## src/rtl/encoder_stream_pkg.sv

```systemverilog
// Shared types and helpers for the encoder_stream set-bit iterator.
package encoder_stream_pkg;

  // Widest vector the bit-clear helper supports; instances narrow it by casting.
  localparam int MAX_W = 1024;

  typedef enum logic {
    IDLE = 1'b0,
    EMIT = 1'b1
  } state_t;

  // Return v with bit idx forced to zero; used to retire an emitted index.
  function automatic logic [MAX_W-1:0] clear_bit(input logic [MAX_W-1:0] v,
                                                 input logic [31:0] idx);
    return v & ~(MAX_W'(1) << idx);
  endfunction

endpackage

```

## src/rtl/encoder_stream_encoder.sv

```systemverilog
// Priority encoder: index of the lowest set bit of x, zero flags an empty vector.
module encoder_stream_encoder #(
  parameter int W = 32,
  parameter int E = $clog2(W)
) (
  input  logic [W-1:0] x,
  output logic [E-1:0] n,
  output logic         zero
);

  // Scan from the top down so the lowest set bit is the last one to win.
  always_comb begin
    n = '0;
    for (int i = W - 1; i >= 0; i--) begin
      if (x[i]) n = E'(i);
    end
  end

  assign zero = (x == '0);

endmodule

```

## src/rtl/encoder_stream.sv

```systemverilog
// Streams the index of every set bit of an accepted vector, one beat per cycle.
module encoder_stream
  import encoder_stream_pkg::*;
#(
  parameter int W             = 32,
  parameter bit OPT_MSB_FIRST = 1'b0,
  parameter int E             = $clog2(W)
) (
  input  logic         clk,
  input  logic         rst,
  input  logic         in_vld,
  input  logic [W-1:0] in_x,
  output logic         in_rdy,
  output logic         out_vld,
  output logic [E-1:0] out_n,
  output logic [E-1:0] out_cnt,
  output logic         out_last,
  output logic         out_empty,
  input  logic         out_rdy
);

  state_t         state, state_d;
  logic [W-1:0]   r;
  logic [W-1:0]   src;
  logic [W-1:0]   enc_in;
  logic [W-1:0]   r_next;
  logic [E-1:0]   enc_n;
  logic [E-1:0]   p;
  logic           enc_zero;
  logic           accept;
  logic           advance;
  logic           finish;

  // Final beat handshaking frees the block for a new vector in the same cycle.
  assign finish  = out_vld & out_rdy & out_last;
  assign advance = out_vld & out_rdy & ~out_last;
  assign in_rdy  = (state == IDLE) | finish;
  assign accept  = in_vld & in_rdy;

  // A new vector is scanned directly on accept; otherwise continue on the residue.
  assign src = accept ? in_x : r;

  // MSB-first reuses the lowest-bit encoder on a bit-reversed copy.
  always_comb begin
    enc_in = src;
    if (OPT_MSB_FIRST) begin
      for (int i = 0; i < W; i++) enc_in[i] = src[W-1-i];
    end
  end

  encoder_stream_encoder #(
    .W (W),
    .E (E)
  ) u_encoder (
    .x    (enc_in),
    .n    (enc_n),
    .zero (enc_zero)
  );

  // Map the encoder result back to a real index; an empty vector reports 0.
  always_comb begin
    if (enc_zero)           p = '0;
    else if (OPT_MSB_FIRST) p = E'(W - 1) - enc_n;
    else                    p = enc_n;
    r_next = W'(clear_bit(MAX_W'(src), 32'(p)));
  end

  // State register.
  always_ff @(posedge clk or posedge rst) begin
    if (rst) state <= IDLE;
    else     state <= state_d;
  end

  // Next state: any accept lands in EMIT, the last beat without a refill returns to IDLE.
  always_comb begin
    state_d = state;
    if (accept)      state_d = EMIT;
    else if (finish) state_d = IDLE;
  end

  // Beat registers and residue: load on accept, step on each non-final handshake.
  always_ff @(posedge clk or posedge rst) begin
    if (rst) begin
      r         <= '0;
      out_vld   <= 1'b0;
      out_n     <= '0;
      out_cnt   <= '0;
      out_last  <= 1'b0;
      out_empty <= 1'b0;
    end else if (accept) begin
      r         <= r_next;
      out_vld   <= 1'b1;
      out_n     <= p;
      out_cnt   <= '0;
      out_last  <= (r_next == '0);
      out_empty <= (in_x == '0);
    end else if (advance) begin
      r         <= r_next;
      out_n     <= p;
      out_cnt   <= out_cnt + 1'b1;
      out_last  <= (r_next == '0);
      out_empty <= 1'b0;
    end else if (finish) begin
      out_vld   <= 1'b0;
    end
  end

endmodule

```

## config.mk

```make
export PLATFORM = sky130hd
export DESIGN_NAME = encoder_stream
export DESIGN_NICKNAME = d
export VERILOG_FILES = /design/src/rtl/encoder_stream_pkg.sv /design/src/rtl/encoder_stream_encoder.sv /design/src/rtl/encoder_stream.sv
export SDC_FILE = /design/constraint.sdc
export NUM_CORES = 1
export LEC_CHECK = 0
export ABC_AREA = 0
export CORE_MARGIN = 5
export CORE_UTILIZATION = 53
export DETAILED_ROUTE_END_ITERATION = 16
export PLACE_DENSITY = 0.88
export SYNTH_ARGS = -nofsm -noshare
export SYNTH_HDL_FRONTEND = slang
export SYNTH_SLANG_ARGS = --single-unit
```

## constraint.sdc

```tcl
create_clock -name clk -period 5.2 [get_ports clk]
set_input_delay 0.52 -clock clk [delete_from_list [all_inputs] [get_ports clk]]
set_output_delay 0.52 -clock clk [all_outputs]
set_load 0.01 [all_outputs]
```

# Word-level counts from Yosys, hierarchy flattened

Index checks and enable logic that the tools add are counted.

Memories: 0
Bits in registers: 46
Latch bits: 0
Word-level logic and storage cells: 73
Input bits: 36
Bits in read-only memories: 0
Memory bits (writable): 0

Div/mod/pow operators: 0
Magnitude comparators: 0
Reductions and logical operators: 6
$add $sub $neg: 1
Multiply operators: 0
Muxes and demuxes: 48
Equality and inequality tests: 1
Bitwise logic cells: 9
Shift-type cells: 1

Operators with widths:

| operator                                                            | number |
|---|---|
| 5-bit two-way mux                                                   | 37 |
| 32-bit logical NOT                                                  | 3 |
| 32-bit two-way mux                                                  | 3 |
| 32-bit bitwise AND                                                  | 1 |
| 32-bit NOT                                                          | 1 |
| 1-bit by 5-bit left shift with 32-bit output (first input constant) | 1 |
| 1-bit two-way mux                                                   | 8 |
| 5-bit by 1-bit adder with 5-bit output (second input constant)      | 1 |
| 1-bit bitwise AND                                                   | 4 |
| 2-bit nonzero test                                                  | 2 |
| 2-bit inequality test (second input constant)                       | 1 |
| 1-bit NOT                                                           | 2 |
| 2-bit AND reduction                                                 | 1 |
| 1-bit bitwise OR                                                    | 1 |

# Longest topological paths before layout

Word-level depth: 44
Depth in mapped cells: 13

# By module

Synthesis repeated with hierarchy kept, for this count alone.

Cells, all modules: 390
Area total of the unflattened synthesis: 3318.2 um2

Modules (own cells, without submodules):

| module                 | cells an instance | times used | area an instance (um2) |
|---|---|---|---|
| encoder_stream         | 325               | 1          | 2932.8 |
| encoder_stream_encoder | 65                | 1          | 385.4 |

# Least setup slack after synthesis

Ideal clock, no wire load.

Kind: input to register
From: input port out_rdy
To: register out_last
Path slack: 2.195 ns
Library setup time: 0.068 ns
Stages: 11
Buffers on the path: 1
Arrival time: 2.937 ns
Cell sequence: nand3_1 -> a21boi_1 -> buf_4 -> mux2_4 -> or3_4 -> or3_4 -> nor4_2 -> a21oi_1 -> nand4b_1 -> a2111oi_2 -> a32o_1

Cells in the longest elaborated chain, start to end: 44
Elaborated cells between the ends (all ways): 47
Classes of those cells: shift (1); mux (36); bitwise (7); reduce/logical (3)

RTL lines:

| what                                         | RTL line                                    | text |
|---|---|---|
| start, declared                              | encoder_stream.sv:19                        | `input logic out_rdy` |
| 1-bit bitwise AND *                          | encoder_stream.sv:35, encoder_stream.sv:36  |  |
| 1-bit bitwise AND                            | encoder_stream.sv:35                        | `assign finish = out_vld & out_rdy & out_last;` |
| 1-bit bitwise OR                             | encoder_stream.sv:37                        | `assign in_rdy = (state == IDLE) \| finish;` |
| 1-bit bitwise AND                            | encoder_stream.sv:38                        | `assign accept = in_vld & in_rdy;` |
| 32-bit two-way mux                           | encoder_stream.sv:41                        | `assign src = accept ? in_x : r;` |
| 5-bit two-way mux (32 in series)             | encoder_stream_encoder.sv:15                | `if (x[i]) n = E'(i);` |
| 5-bit two-way mux                            | encoder_stream.sv:62                        | `if (enc_zero) p = '0;` |
| 1-bit by 5-bit left shift with 32-bit output | encoder_stream_pkg.sv:15                    | `return v & ~(MAX_W'(1) << idx);` |
| 32-bit NOT                                   | encoder_stream_pkg.sv:15                    |  |
| 32-bit bitwise AND                           | encoder_stream_pkg.sv:15                    |  |
| 32-bit logical NOT                           | encoder_stream.sv:95, encoder_stream.sv:101 |  |
| 1-bit two-way mux                            | encoder_stream.sv:97                        | `end else if (advance) begin` |
| 1-bit two-way mux                            | encoder_stream.sv:90                        | `end else if (accept) begin` |
| end signal, assigned                         | encoder_stream.sv:95                        | `out_last <= (r_next == '0);` |
| end signal, assigned                         | encoder_stream.sv:101                       | `out_last <= (r_next == '0);` |
| end, declared                                | encoder_stream.sv:17                        | `output logic out_last,` |

Mark *: on every way between the ends. The rest lies on a longest branch, timed or not. The select of a mux whose other input is x is not followed.
A chain may end at the register's enable or synchronous reset.

# Worst setup path after layout

Same ends and word-level chain as after synthesis.

==> impl_metrics.tcl <==
set metrics [dict create \
    status "finished clean" \
    cellPowerDensity_mw_per_mm2 375 \
    antenna_found_initial 0 \
    post_cts_buffers 0 \
    cts_made_buffers 5 \
    drc 0 \
    synth_top_cell_by_area "dfrtp_1" \
    worst_setup_path_start_kind "input port" \
    ys_async_sr_fraction_pct 100 \
    syn_nets 542 \
    worst-path-max-fanout 26 \
    place_area_sq_mm 0.00454 \
    synth_seq_cells 46 \
    initial_core_util_pct 54.6 \
    area_growth_syn_to_layout_pct 17.0 \
    globalplace.congestion 1.03 \
    place.port_buffers 49 \
    avgSynthCellArea_sq_um 7.85 \
    peakVddDrop_v 0.000310 \
    power.switching_mw 0.836 \
    clk_pin_slew_ns 0.10 \
    htree_levels 2 \
    crit_arrival_ns 4.28 \
    synth_top_area_share_pct 29.0 \
    worstPathRequired_ns 5.45 \
    p_comb_share_pct 53.8 \
    fillers 663 \
    p_int_mw 0.900 \
    synth_edf_count 0 \
    clk_latency_ns 0.31 \
    finalNonFillerCells 643 \
    ys_top_cells_by_count "83 x nand2_1, 46 x dfrtp_1, 43 x nor2_1" \
    setup_viol 0 \
    slew_headroom_pct 24.9 \
    power.share.clock_pct 13.4 \
    seq_area_frac_synth_pct 29.0 \
    netlist_instances 505 \
    die_y_um 96.5 \
    cts_max_path_buffers 2 \
    worst_hold_path_type "reg2reg" \
    ctsHoldBuffers 0 \
    final_cell_area_sq_mm 0.00463 \
    drive_gt1_share_pct 11.6 \
    first_iter_violations 484 \
    p_leak_nw 1.83 \
    grt_pass1_wl_mm 23.8 \
    cts_tree "done" \
    pin_count 50 \
    dpl.hpwl_mm 11.7 \
    min_period_over_period_pct 77.4 \
    via_count 4527 \
    synth.area.top_cells "dfrtp_1 29%, nand2_1 7.9%, nor2_1 4.1%" \
    dp_cells 635 \
    finalHoldViolCount 0 \
    rsz0062_at_grt "no" \
    clock_sinks 46 \
    die-area_sq_mm 0.00931 \
    postRouteAntennaNets 0 \
    ys_warn_count 0 \
    synth.most_common_cell "nand2_1" \
    grt_pass1_vias 4212 \
    p_seq_share_pct 32.8 \
    p_sw_share_pct 48.2 \
    num_antenna_cells 0 \
    maxSlewViolCount 0 \
    rows 31 \
    die-width_um 96.5 \
    ys.flop_type "dfrtp_1" \
    drt-total-wl_mm 15.3 \
    critical_path_class "in2reg" \
    core_sq_mm 0.00725 \
    fin_skew_ns 0.0125 \
    via_per_inst 7.04 \
    ctsResizeCount 0 \
    fin_setup_tns_ns 0 \
    synthDistinctLibCells 88 \
    fmax_mhz 248 \
    drt-pass1-iter-count 5 \
    tightestPinTransition_ns 1.12 \
    syn_area_sq_mm 0.00396 \
    grt_overflow 0 \
    min_period_ns 4.03 \
    wl_per_cell_um 23.8 \
    drv_cap 0 \
    grt_max_degree 47 \
    grt.total_usage_pct 34.0 \
    crit_path_end_kind "register" \
    fin_nets 580 \
    cts-root-buf "clkbuf_8" \
]
-- path summary, 6_finish.rpt --
kind | startpoint | endpoint | slack (ns) | cells after the start
worst min register to register | out_n[0] | out_n[0] | 0.50 | 2
worst min-delay path | out_n[0] | out_n[0] | 0.50 | 2
max in group asynchronous | rst | r[27] | 3.80 | 2
min in group asynchronous | rst | r[28] | 0.75 | 2
worst max register to register | out_last | out_last | 1.35 | 11
worst max-delay path | out_rdy | out_last | 1.17 | 12
-- registers in the layout, indices dropped and copies added, names as in the netlist --
signal / count
out_vld: 1
r: 32
out_cnt: 5
out_empty: 1
out_last: 1
state: 1
out_n: 5
-- layer usage --
metal	track usage, %	wire, um
met3	6.58	1560
met1	46.8	6290
met2	52.7	6730
met5	0	0
met4	13.4	701
-- layout make-up --
class | count | area, sq um | share of cell area [%]
Clock buffer | 5 | 68.8 | 1.48
Clock inverter | 3 | 21.3 | 0.459
Inverter | 16 | 60.1 | 1.30
Multi-Input combinational cell | 415 | 2640 | 57.0
Sequential cell | 46 | 1150 | 24.8
Tap cell | 99 | 124 | 2.67
Timing Repair Buffer | 59 | 566 | 12.2
-- layout by cell type (no fill, tap or decap), types with 4 or more instances in the layout --
cell | netlist | routed
nand2_1 | 83 | 83
clkdlybuf4s50_1 | 0 | 49
dfrtp_1 | 46 | 46
nor2_1 | 43 | 43
o21ai_0 | 31 | 31
a21oi_1 | 30 | 30
nor4_1 | 19 | 19
nand3_1 | 17 | 17
inv_1 | 16 | 15
nor3_1 | 14 | 14
mux2i_1 | 12 | 12
a31oi_1 | 10 | 10
buf_4 | 1 | 10
or4_1 | 8 | 8
mux2_2 | 7 | 7
nor2b_1 | 7 | 7
o31ai_1 | 7 | 7
a21o_1 | 6 | 6
a31o_2 | 5 | 5
nand4_1 | 5 | 5
clkbuf_8 | 0 | 5
or2_2 | 4 | 4
or2_1 | 4 | 4
a211oi_1 | 4 | 4
a32o_1 | 4 | 4
o22ai_1 | 4 | 4
-- cell families after synthesis --
logic type	after synthesis	synth area share (%)
compound gates	153	27.4
fa+ha+maj	1	0.316
simple gates	236	31.9
xor+xnor	4	0.884
mux	21	5.75
buf+inv	44	4.70
flops	46	29.0
-- through the flow --
| step | utilization [%] | total power, mW | setup WS [ns] | hold slack [ns] |
|---|---|---|---|---|
| floorplan | - | 1.13 | 2.20 | 0.502 |
| global placement | 62.7 | 1.46 | 0.980 | 0.461 |
| detailed placement | 62.7 | 1.47 | 0.891 | 0.475 |
| CTS | 63.9 | 1.70 | 1.21 | 0.498 |
| global route | 63.9 | 1.82 | 0.983 | 0.534 |
| finish | 63.9 | 1.74 | 1.17 | 0.498 |
-- power groups by stage --
stage / Clock (mW) / Sequential [mW] / Combinational [mW]
final: 0.233 / 0.570 / 0.934
after global routing: 0.251 / 0.577 / 0.997
after floorplan: 0 / 0.535 / 0.597
after CTS: 0.234 / 0.562 / 0.907
after detailed placement: 0 / 0.569 / 0.905
after global placement: 0 / 0.567 / 0.895
-- critical path, cell delays in order --
cell             delay, ns
clkdlybuf4s50_1       0.46
and3_4                0.23
o21ai_4               0.33
buf_4                 0.37
nor4_1                0.17
or3_4                 0.43
or3_4                 0.38
nor4_2                0.51
a21oi_1               0.20
nand4b_1              0.23
a2111oi_2             0.23
a32o_1                0.20
Power figures use the tool's default switching activity.
